<file path="src/rtl/mem_access_stage_pkg.sv">
// Shared types and constants for the memory stage of the 24-bit pipeline.
// Used by mem_access_stage and its MEM/WB register mem_wb_reg.
package mem_access_stage_pkg;

    localparam int DATA_W = 24;
    localparam int DEST_W = 4;
    localparam int ADDR_W = 10;

    typedef enum logic {
        IDLE = 1'b0,
        BUSY = 1'b1
    } mem_state_t;

    typedef struct packed {
        logic              wb_valid;
        logic              writeback_enable;
        logic              mem_read_enable;
        logic [DEST_W-1:0] dest;
        logic [DATA_W-1:0] mem_read_data;
        logic [DATA_W-1:0] alu_result;
    } mem_wb_t;

    // A bubble kills the control bits but keeps the data fields unchanged.
    function automatic mem_wb_t make_bubble(input mem_wb_t prev);
        mem_wb_t b;
        b                  = prev;
        b.wb_valid         = 1'b0;
        b.writeback_enable = 1'b0;
        b.mem_read_enable  = 1'b0;
        return b;
    endfunction

endpackage

</file>
<file path="src/rtl/mem_access_stage_mem_wb_reg.sv">
// MEM/WB pipeline register: loads a retiring instruction or inserts a bubble.
module mem_wb_reg
    import mem_access_stage_pkg::*;
(
    input  logic    clk,
    input  logic    rst,
    input  logic    load,
    input  mem_wb_t d,
    output mem_wb_t q
);

    mem_wb_t q_r;

    // Pipeline register with synchronous reset and bubble insertion.
    always_ff @(posedge clk) begin
        if (rst) begin
            q_r <= '0;
        end else if (load) begin
            q_r <= d;
        end else begin
            q_r <= make_bubble(q_r);
        end
    end

    assign q = q_r;

endmodule

</file>
<file path="src/rtl/mem_access_stage.sv">
// Memory stage: issues loads/stores over a req/ack handshake and fills MEM/WB.
// Optional macro MEM_STALL_CNT_EN adds a saturating 16-bit stall_count output.
module mem_access_stage
    import mem_access_stage_pkg::*;
(
    input  logic              clk,
    input  logic              rst,
    input  logic              ex_valid,
    input  logic              writeback_enable,
    input  logic              mem_read_enable,
    input  logic              mem_write_enable,
    input  logic [DEST_W-1:0] instruction_dest,
    input  logic [DATA_W-1:0] alu_result,
    input  logic [DATA_W-1:0] store_data,
    output logic              mem_stall,
    output logic              dmem_req,
    output logic              dmem_we,
    output logic [ADDR_W-1:0] dmem_addr,
    output logic [DATA_W-1:0] dmem_wdata,
    input  logic [DATA_W-1:0] dmem_rdata,
    input  logic              dmem_ack,
`ifdef MEM_STALL_CNT_EN
    output logic [15:0]       stall_count,
`endif
    output logic              wb_valid_out,
    output logic              writeback_enable_out,
    output logic              mem_read_enable_out,
    output logic [DEST_W-1:0] instruction_dest_out,
    output logic [DATA_W-1:0] mem_read_data_out,
    output logic [DATA_W-1:0] alu_result_out
);

    mem_state_t        state_r;
    mem_state_t        state_nxt_s;
    logic              dmem_req_r;
    logic              hold_wbe_r;
    logic              hold_mre_r;
    logic              hold_we_r;
    logic [DEST_W-1:0] hold_dest_r;
    logic [DATA_W-1:0] hold_alu_r;
    logic [DATA_W-1:0] hold_wdata_r;
    logic              access_s;
    logic              accept_s;
    logic              wb_load_s;
    mem_wb_t           wb_d_s;
    mem_wb_t           wb_q_s;

    assign access_s = mem_read_enable | mem_write_enable;
    assign accept_s = (state_r == IDLE) & ex_valid & access_s;

    // Next-state decode and selection of the entry retiring into MEM/WB.
    always_comb begin
        state_nxt_s = state_r;
        wb_load_s   = 1'b0;
        wb_d_s      = '0;
        case (state_r)
            IDLE: begin
                if (ex_valid && access_s) begin
                    state_nxt_s = BUSY;
                end else if (ex_valid) begin
                    wb_load_s               = 1'b1;
                    wb_d_s.wb_valid         = 1'b1;
                    wb_d_s.writeback_enable = writeback_enable;
                    wb_d_s.mem_read_enable  = mem_read_enable;
                    wb_d_s.dest             = instruction_dest;
                    wb_d_s.mem_read_data    = {DATA_W{1'b0}};
                    wb_d_s.alu_result       = alu_result;
                end else begin
                    state_nxt_s = IDLE;
                end
            end
            BUSY: begin
                if (dmem_ack) begin
                    state_nxt_s             = IDLE;
                    wb_load_s               = 1'b1;
                    wb_d_s.wb_valid         = 1'b1;
                    wb_d_s.writeback_enable = hold_wbe_r;
                    wb_d_s.mem_read_enable  = hold_mre_r;
                    wb_d_s.dest             = hold_dest_r;
                    wb_d_s.mem_read_data    = hold_mre_r ? dmem_rdata : {DATA_W{1'b0}};
                    wb_d_s.alu_result       = hold_alu_r;
                end else begin
                    state_nxt_s = BUSY;
                end
            end
            default: begin
                state_nxt_s = IDLE;
            end
        endcase
    end

    // State, request flag and hold registers; a load wins over a simultaneous store.
    always_ff @(posedge clk) begin
        if (rst) begin
            state_r      <= IDLE;
            dmem_req_r   <= 1'b0;
            hold_wbe_r   <= 1'b0;
            hold_mre_r   <= 1'b0;
            hold_we_r    <= 1'b0;
            hold_dest_r  <= {DEST_W{1'b0}};
            hold_alu_r   <= {DATA_W{1'b0}};
            hold_wdata_r <= {DATA_W{1'b0}};
        end else begin
            state_r    <= state_nxt_s;
            dmem_req_r <= (state_nxt_s == BUSY);
            if (accept_s) begin
                hold_wbe_r   <= writeback_enable;
                hold_mre_r   <= mem_read_enable;
                hold_we_r    <= mem_write_enable & ~mem_read_enable;
                hold_dest_r  <= instruction_dest;
                hold_alu_r   <= alu_result;
                hold_wdata_r <= store_data;
            end
        end
    end

`ifdef MEM_STALL_CNT_EN
    logic [15:0] stall_count_r;

    // Saturating count of stalled cycles.
    always_ff @(posedge clk) begin
        if (rst) begin
            stall_count_r <= 16'h0000;
        end else if (mem_stall && (stall_count_r != 16'hFFFF)) begin
            stall_count_r <= stall_count_r + 16'h0001;
        end
    end

    assign stall_count = stall_count_r;
`endif

    mem_wb_reg u_mem_wb_reg (
        .clk  (clk),
        .rst  (rst),
        .load (wb_load_s),
        .d    (wb_d_s),
        .q    (wb_q_s)
    );

    assign mem_stall            = (state_r == BUSY);
    assign dmem_req             = dmem_req_r;
    assign dmem_we              = hold_we_r;
    assign dmem_addr            = hold_alu_r[ADDR_W-1:0];
    assign dmem_wdata           = hold_wdata_r;
    assign wb_valid_out         = wb_q_s.wb_valid;
    assign writeback_enable_out = wb_q_s.writeback_enable;
    assign mem_read_enable_out  = wb_q_s.mem_read_enable;
    assign instruction_dest_out = wb_q_s.dest;
    assign mem_read_data_out    = wb_q_s.mem_read_data;
    assign alu_result_out       = wb_q_s.alu_result;

endmodule

</file>
<file path="config.mk">
export PLATFORM = sky130hd
export DESIGN_NAME = mem_access_stage
export DESIGN_NICKNAME = d
export VERILOG_FILES = /design/src/rtl/mem_access_stage_pkg.sv /design/src/rtl/mem_access_stage_mem_wb_reg.sv /design/src/rtl/mem_access_stage.sv
export SDC_FILE = /design/constraint.sdc
export NUM_CORES = 1
export LEC_CHECK = 0
export CAP_MARGIN = 20
export CORE_ASPECT_RATIO = 0.75
export CORE_MARGIN = 4
export CORE_UTILIZATION = 43
export DETAILED_ROUTE_END_ITERATION = 12
export GPL_ROUTABILITY_DRIVEN = 0
export PLACE_DENSITY = 0.78
export SYNTH_ARGS = -nofsm -noshare
export SYNTH_HDL_FRONTEND = slang
export SYNTH_SLANG_ARGS = --single-unit
export TNS_END_PERCENT = 5
</file>
<file path="constraint.sdc">
create_clock -name clk -period 2.08 [get_ports clk]
set_input_delay 0.416 -clock clk [delete_from_list [all_inputs] [get_ports clk]]
set_output_delay 0.416 -clock clk [all_outputs]
set_load 0.05 [all_outputs]
</file>
## Word level (Yosys, flattened, before mapping)

Index checks and enable logic that the tools add are counted.

| cells by class | value |
|---|---|
| reduce and logical (&&, ||, !) cells | 2 |
| mux-type cells | 12 |
| bitwise gates (word level) | 7 |

Operator list:

| cell | count |
|---|---|
| two-way mux 55 bit | 3 |
| case mux 55 bit (2 select lines) | 1 |
| two-way mux 24 bit | 1 |
| two-way mux 1 bit | 5 |
| case mux 1 bit (2 select lines) | 2 |
| AND 1 bit | 3 |
| NOT 1 bit | 3 |
| OR reduction 2 bit | 1 |
| logical AND 1 bit | 1 |
| bitwise OR 1 bit | 1 |

| word-level totals | value |
|---|---|
| register bits after elaboration | 111 |
| output and inout bits | 92 |
| input port bits | 83 |
| word-level logic and storage cells | 34 |

## Logic depth before layout (Yosys ltp)

Gate-level depths: netlist (run 1).

| depth | value |
|---|---|
| depth in word-level cells | 6 |
| gate-level depth with buffers | 6 |
| depth with buffers taken out | 3 |

## By module

Synthesis (run 1) repeated with hierarchy kept, for this count alone.

| unflattened totals | value |
|---|---|
| cells, all modules | 506 |
| area, all modules | 4815.9 sq um |

By module, submodules not included:

| module | seq. area each (sq um) | cells each | area each (sq um) | instances |
|---|---|---|---|---|
| mem_access_stage | 1121.1 | 331 | 2864.0 | 1 |
| mem_wb_reg | 1101.1 | 175 | 1951.9 | 1 |

## Worst setup path after synthesis (run 1)

No wires, ideal clock.

| path | value |
|---|---|
| path type | register to register |
| start | register, netlist name dmem_req |
| end | register hold_wdata_r[22], in the netlist dmem_wdata[22] |
| path buffers | 3 |
| cell stages (with the launch flop) | 7 |
| data arrival time | 1.693 ns |
| path slack | 0.316 ns |
| clock period less this slack | 1.764 ns |
| required time | 2.010 ns |
| cell sequence | dfxtp_1 > buf_6 > nand2b_1 > clkbuf_1 > buf_1 > o21ai_0 > a21oi_1 |

RTL lines:

| what | RTL line | text |
|---|---|---|
| end signal: assignment | mem_access_stage.sv:102 | `hold_wdata_r <= {DATA_W{1'b0}};` |
| end signal: assignment | mem_access_stage.sv:112 | `hold_wdata_r <= store_data;` |
| end: declaration | mem_access_stage.sv:41 | `logic [DATA_W-1:0] hold_wdata_r;` |

## Worst setup path in the final report (run 1)

| path | value |
|---|---|
| start | register hold_alu_r[0] |
| end | output dmem_addr[0] |

RTL lines:

| what | RTL line | text |
|---|---|---|
| start: declaration | mem_access_stage.sv:40 | `logic [DATA_W-1:0] hold_alu_r;` |
| start signal: assignment | mem_access_stage.sv:101 | `hold_alu_r <= {DATA_W{1'b0}};` |
| start signal: assignment | mem_access_stage.sv:111 | `hold_alu_r <= alu_result;` |
| end: declaration | mem_access_stage.sv:18 | `output logic [ADDR_W-1:0] dmem_addr,` |

No word-level cell between the ends.

==> results of run 1 <==
==> worst max path at each step <==
stage	end	from	depth (start not counted)
global placement	u_mem_wb_reg.q[2]	dmem_ack	4
global route	dmem_addr[0]	hold_alu_r[0]	1
finish	dmem_addr[0]	hold_alu_r[0]	1
detailed placement	u_mem_wb_reg.q[16]	dmem_ack	4
floorplan	dmem_wdata[22]	dmem_req	6
CTS	alu_result_out[0]	u_mem_wb_reg.q[0]	1
==> kinds of logic after synthesis <==
logic type / count (synthesis) / share of synthesized area
buffers and inverters: 67 / 0.07543
AND/OR/NAND/NOR: 40 / 0.06657
AO/OA/AOI/OAI: 218 / 0.3506
flip-flops: 111 / 0.5074
==> sequential cells by signal, indices dropped and copies added, names as in the netlist <==
register / count
u_mem_wb_reg.q: 55
hold_mre_r: 1
dmem_wdata: 24
hold_dest_r: 4
hold_alu_r: 24
dmem_req: 1
dmem_we: 1
hold_wbe_r: 1
==> worst reg2reg max path, stage by stage, from the launching register on <==
cell,delay [ps]
dfxtp_1,600
and3b_1,800
and2_1,230
a221o_1,100
==> per-layer routing <==
metal  track usage  up-vias  share of wire
met2        0.3327      195           0.45
met5             0        -              0
li1              -     1953              -
met3       0.06831       18          0.079
met4       0.06478        0          0.013
met1        0.2895     1983           0.46
==> layout by cell type (no fill, tap or decap), types with 9 or more instances in the layout <==
cell type	n
a22o_1	24
buf_4	15
clkdlybuf4s50_1	168
a221o_1	28
clkbuf_16	9
o21ai_0	54
and2_1	27
o2111ai_1	53
dfxtp_1	111
a21oi_1	55
==> per-stage QoR <==
stage	util	setup slack, ps	hold slack (ps)	instance area, um2	cells
detailed placement	0.6246	39.17	463.0	6130	693
finish	0.6584	117.5	474.3	6461	709
floorplan	-	316.1	447.8	4379	436
CTS	0.6584	113.3	460.9	6461	709
global placement	0.6246	93.47	455.5	6130	693
global route	0.6584	56.65	475.4	6461	709
==> cell usage after synthesis <==
library cell and count:
buf_2 9, clkbuf_1 38, nor4b_4 1, or4b_4 1
nor2_8 1, o21ai_0 54, a32oi_1 1, nor2b_1 1
a22o_1 24, buf_1 4, nand2_1 1, a21oi_1 55
buf_6 3, o2111ai_1 53, buf_4 12, and2_1 27
nand2b_1 1, nand3_1 1, a211oi_2 1, and3b_1 2
and2_0 1, inv_2 1, o22ai_1 1, o21bai_1 1
a221o_1 28, nor3b_2 1, nor2_1 2, dfxtp_1 111
==> layout make-up <==
cell class,count,area [um2],share of cell area
Clock buffer,10,239.0,0.03699
Clock inverter,6,92.59,0.01433
Inverter,1,3.754,0.0005809
Multi-Input combinational cell,258,1844,0.2854
Sequential cell,111,2222,0.3439
Tap cell,132,165.2,0.02556
Timing Repair Buffer,191,1894,0.2932
==> power by group through the flow <==
stage	registers (mW)	logic (mW)	clock network, mW
floorplan	2.50	0.329	0
global placement	2.31	0.885	0
detailed placement	2.31	0.900	0
CTS	2.27	0.903	1.93
global route	2.28	0.951	2.01
finish	2.27	0.902	1.88
==> out/metrics.csv, run 1 <==
metric;value;unit
wl_per_cell;18.73;um
arrival;1550;ps
ctsHtreeMaxLevel;3;
vias;4149;
end_kind;output pin;
powerDensity;781.0;nW/um2
cp_cell_sequence;clkdlybuf4s50_1;
n_antenna_cell;0;
grt_max_degree;56;
hpwlAfterDp;8666;um
intPower;3.673;mW
postRouteAntennaNets;0;
synth_top_area_share;0.5074;
drcViolationCount;0;
power_frac_comb;0.179;
worstReg2RegStart;dmem_req;
fp.dieW;124.5;um
cts_tree;built;
relSlewSlack;0.3654;
min_to;hold_alu_r[16];
ys_types;28;
slowest_stage;clkdlybuf4s50_1;
skew;6.986;ps
crit_type;reg -> out;
cts_repair_resize_count;0;
via_per_inst;5.852;
worst_path_largest_cell_delay;830;ps
dr.pass1.iters;5;
setup_viol;0;
fmaxAchievable;0.5096;GHz
synth_cells;436;
worstRegToRegCells;3;
placementRows;31;
mappedNetlistArea;4379;um2
post_cts_buffers;0;
totalWireLength;13280;um
clockBufferDepth;2;
initial_utilization;0.4463;
hold_class;reg -> reg;
fillers;768;
die_h;95.40;um
worstPathMaxFanout;3;
antenna_found_initial;0;
worstMarginPinSlew;950.5;ps
p_clk_frac;0.372;
whs_path_depth;2;
critPathTopFamily;buffers and inverters;
required;1660;ps
fp.coreArea;9813;um2
clock-sinks;111;
ioPinCount;175;
cp_num_buf_inv;1;
grt_pass1_vias;3994;
p_total;5.046;mW
numCtsBuffers;9;
swShare;0.2722;
drv_slew;0;
setup.worst_path.start_class;flip-flop;
leakagePower;2.276;nW
p_seq_frac;0.449;
synth_area_per_cell;10.04;um2
rsz0062_at_grt;false;
switchingPower;1.373;mW
outcome;complete, no violations;
syn_nets;519;
clkTransAtPathRegs;70;ps
reg2reg_slack;290;ps
grt_overflow;0;
fin_setup_tns;0;ps
holdBufCountCts;0;
globalRouteTotalUtil;0.2148;
drtIter0Drc;327;
ys_seq_area_frac;0.5074;
dieArea;11880;um2
final.period_utilization;0.9435;
final-hold-violation-count;0;
synthToLayoutAreaGrowth;47.54;%
root_buffer;clkbuf_16;
cap_violations;0;
ys_ff_latch;111;
final_nets;655;
timing.final.crit_period;1962;ps
hp-start;hold_alu_r[16];
ys_warn_count;0;
grt_pass1_wl;20900;um
drive_above_1_share;0.08146;
peakVddDrop;0.5619;mV
yosysTopAreaCell;dfxtp_1;
insertion_delay;340;ps
io_buffers;174;
rr_endpoint;u_mem_wb_reg.q[49];
synthTopCellsByArea;dfxtp_1 51%, o2111ai_1 11%, a221o_1 6.4%;
(Power assumes the default switching activity.)
==> run 2: changes to the inputs <==
--- a/config.mk
+++ b/config.mk
@@ -11,6 +11,7 @@
 export CORE_UTILIZATION = 43
 export DETAILED_ROUTE_END_ITERATION = 12
 export GPL_ROUTABILITY_DRIVEN = 0
+export GPL_TIMING_DRIVEN = 0
 export PLACE_DENSITY = 0.78
 export SYNTH_ARGS = -nofsm -noshare
 export SYNTH_HDL_FRONTEND = slang
==> constraint.sdc (replaced) <==
create_clock -name clk -period 1.9 [get_ports clk]
set_input_delay 0.38 -clock clk [delete_from_list [all_inputs] [get_ports clk]]
set_output_delay 0.38 -clock clk [all_outputs]
set_load 0.05 [all_outputs]
==> out/metrics.csv, run 2 (same netlist as run 1, synthesis figures left out) <==
metric;value;unit
outcome;complete, no violations;
n_antenna_cell;0;
clock-sinks;111;
place_inst;741;
design_area;6658;um2
worstReg2RegStart;dmem_req;
placed_area;6276;um2
cap_violations;0;
end_kind;flip-flop;
layout_common_cells;111 x dfxtp_1, 100 x clkdlybuf4s50_1, 55 x a21oi_1;
postRouteAntennaNets;0;
via_per_inst;5.831;
setup_viol;0;
die_h;95.40;um
root_buffer;clkbuf_16;
insertion_delay;350;ps
synthToLayoutAreaGrowth;52.03;%
drive_above_1_share;0.1054;
drv_slew;0;
slowest_stage;clkdlybuf4s50_1;
skew;6.387;ps
final_common_cell;dfxtp_1;
numCtsBuffers;9;
required;2110;ps
grt_overflow;0;
globalRouteTotalUtil;0.2354;
powerDensity;795.7;nW/um2
initial_utilization;0.4463;
fmaxAchievable;0.5330;GHz
grt_max_degree;19;
drtIter0Drc;408;
cts_tree;built;
drcViolationCount;0;
dr.pass1.iters;6;
leakagePower;3.226;nW
switchingPower;1.537;mW
peakVddDrop;0.5021;mV
final_nets;704;
setup.worst_path.start_class;primary input;
startpoint;mem_read_enable;
regArea;2222;um2
largest_reg_flops;55;
antenna_found_initial;0;
arrival;2090;ps
placementRows;31;
fp.dieW;124.5;um
final.period_utilization;0.9874;
swShare;0.2901;
hp-start;u_mem_wb_reg.q[32];
io_buffers;173;
instances_no_fill;758;
fp.coreArea;9813;um2
ctsHtreeMaxLevel;3;
timing.final.crit_period;1876;ps
hpwlAfterDp;10280;um
cp_common_cell;clkbuf_4;
p_seq_frac;0.468;
fin_hold_ws;475.3;ps
hold_class;reg -> reg;
power_frac_comb;0.191;
holdBufCountCts;0;
worstMarginPinSlew;567.9;ps
rsz0062_at_grt;true;
intPower;3.761;mW
cp_cell_sequence;clkdlybuf4s50_1 -> clkbuf_4 -> nor2_1 -> clkbuf_4 -> clkbuf_2 -> o21ai_0 -> a21oi_1;
vias;4420;
grt_pass1_wl;22650;um
grt_pass1_vias;4377;
worst_path_largest_cell_delay;560;ps
multi_input_area;1841;um2
wl_per_cell;19.03;um
p_clk_frac;0.341;
ioPinCount;175;
clockBufferDepth;2;
fillers;782;
clkTransAtPathRegs;70;ps
final_util;0.6784;
totalWireLength;14420;um
worstPathMaxFanout;10;
final-hold-violation-count;0;
fin_setup_tns;0;ps
dieArea;11880;um2
relSlewSlack;0.6208;
crit_type;in -> reg;
run 2: final cells by class:
type | count | share of cell area
flip-flops and latches | 111 | 0.3338
plain buffers | 66 | 0.05281
repair buffers | 174 | 0.2693
multi-input cells | 258 | 0.2765
inverters | 1 | 0.0005638
clock inverters | 5 | 0.005826
well taps | 132 | 0.02481
clock buffers | 11 | 0.03646
run 2: worst paths after layout:
check / end / slack (ps) / depth (start not counted)
min: u_mem_wb_reg.q[32] / 480 / 1
max reg2reg: hold_mre_r / 130 / 6
min reg2reg: u_mem_wb_reg.q[32] / 480 / 1
max: hold_mre_r / 20 / 7
run 2: what timing repair did:
item,CTS,global route
resized for setup,40,56
setup endpoints to repair,63,97
buffers inserted,1,0
run 2: critical path: cells and delay by family:
kind	cells	cell delay, ps
AOI/OAI and AO/OA	2	370
buffers and inverters	4	1250
and+or+nand+nor	1	80
run 2: metal layers:
layer,GRT usage,share of wire
met5,0,0
met4,0.06296,0.010
met3,0.06831,0.084
met2,0.3723,0.46
met1,0.3182,0.45
run 2: through the flow:
step                setup WS [ps]  power [mW]
floorplan                   136.1       3.095
global placement           -509.7       3.521
detailed placement         -586.2       3.544
CTS                        0.6724       5.336
global route               -18.17       5.500
finish                      23.99       5.298
run 2: power by group through the flow:
| stage | logic (mW) | clock network, mW | registers (mW) |
|---|---|---|---|
| 3_5_place_dp | 1.01 | 0 | 2.53 |
| 6_report | 1.01 | 1.81 | 2.48 |
| 3_3_place_gp | 0.994 | 0 | 2.53 |
| 4_1_cts | 1.01 | 1.85 | 2.48 |
| 2_1_floorplan | 0.360 | 0 | 2.74 |
| 5_1_grt | 1.07 | 1.94 | 2.49 |
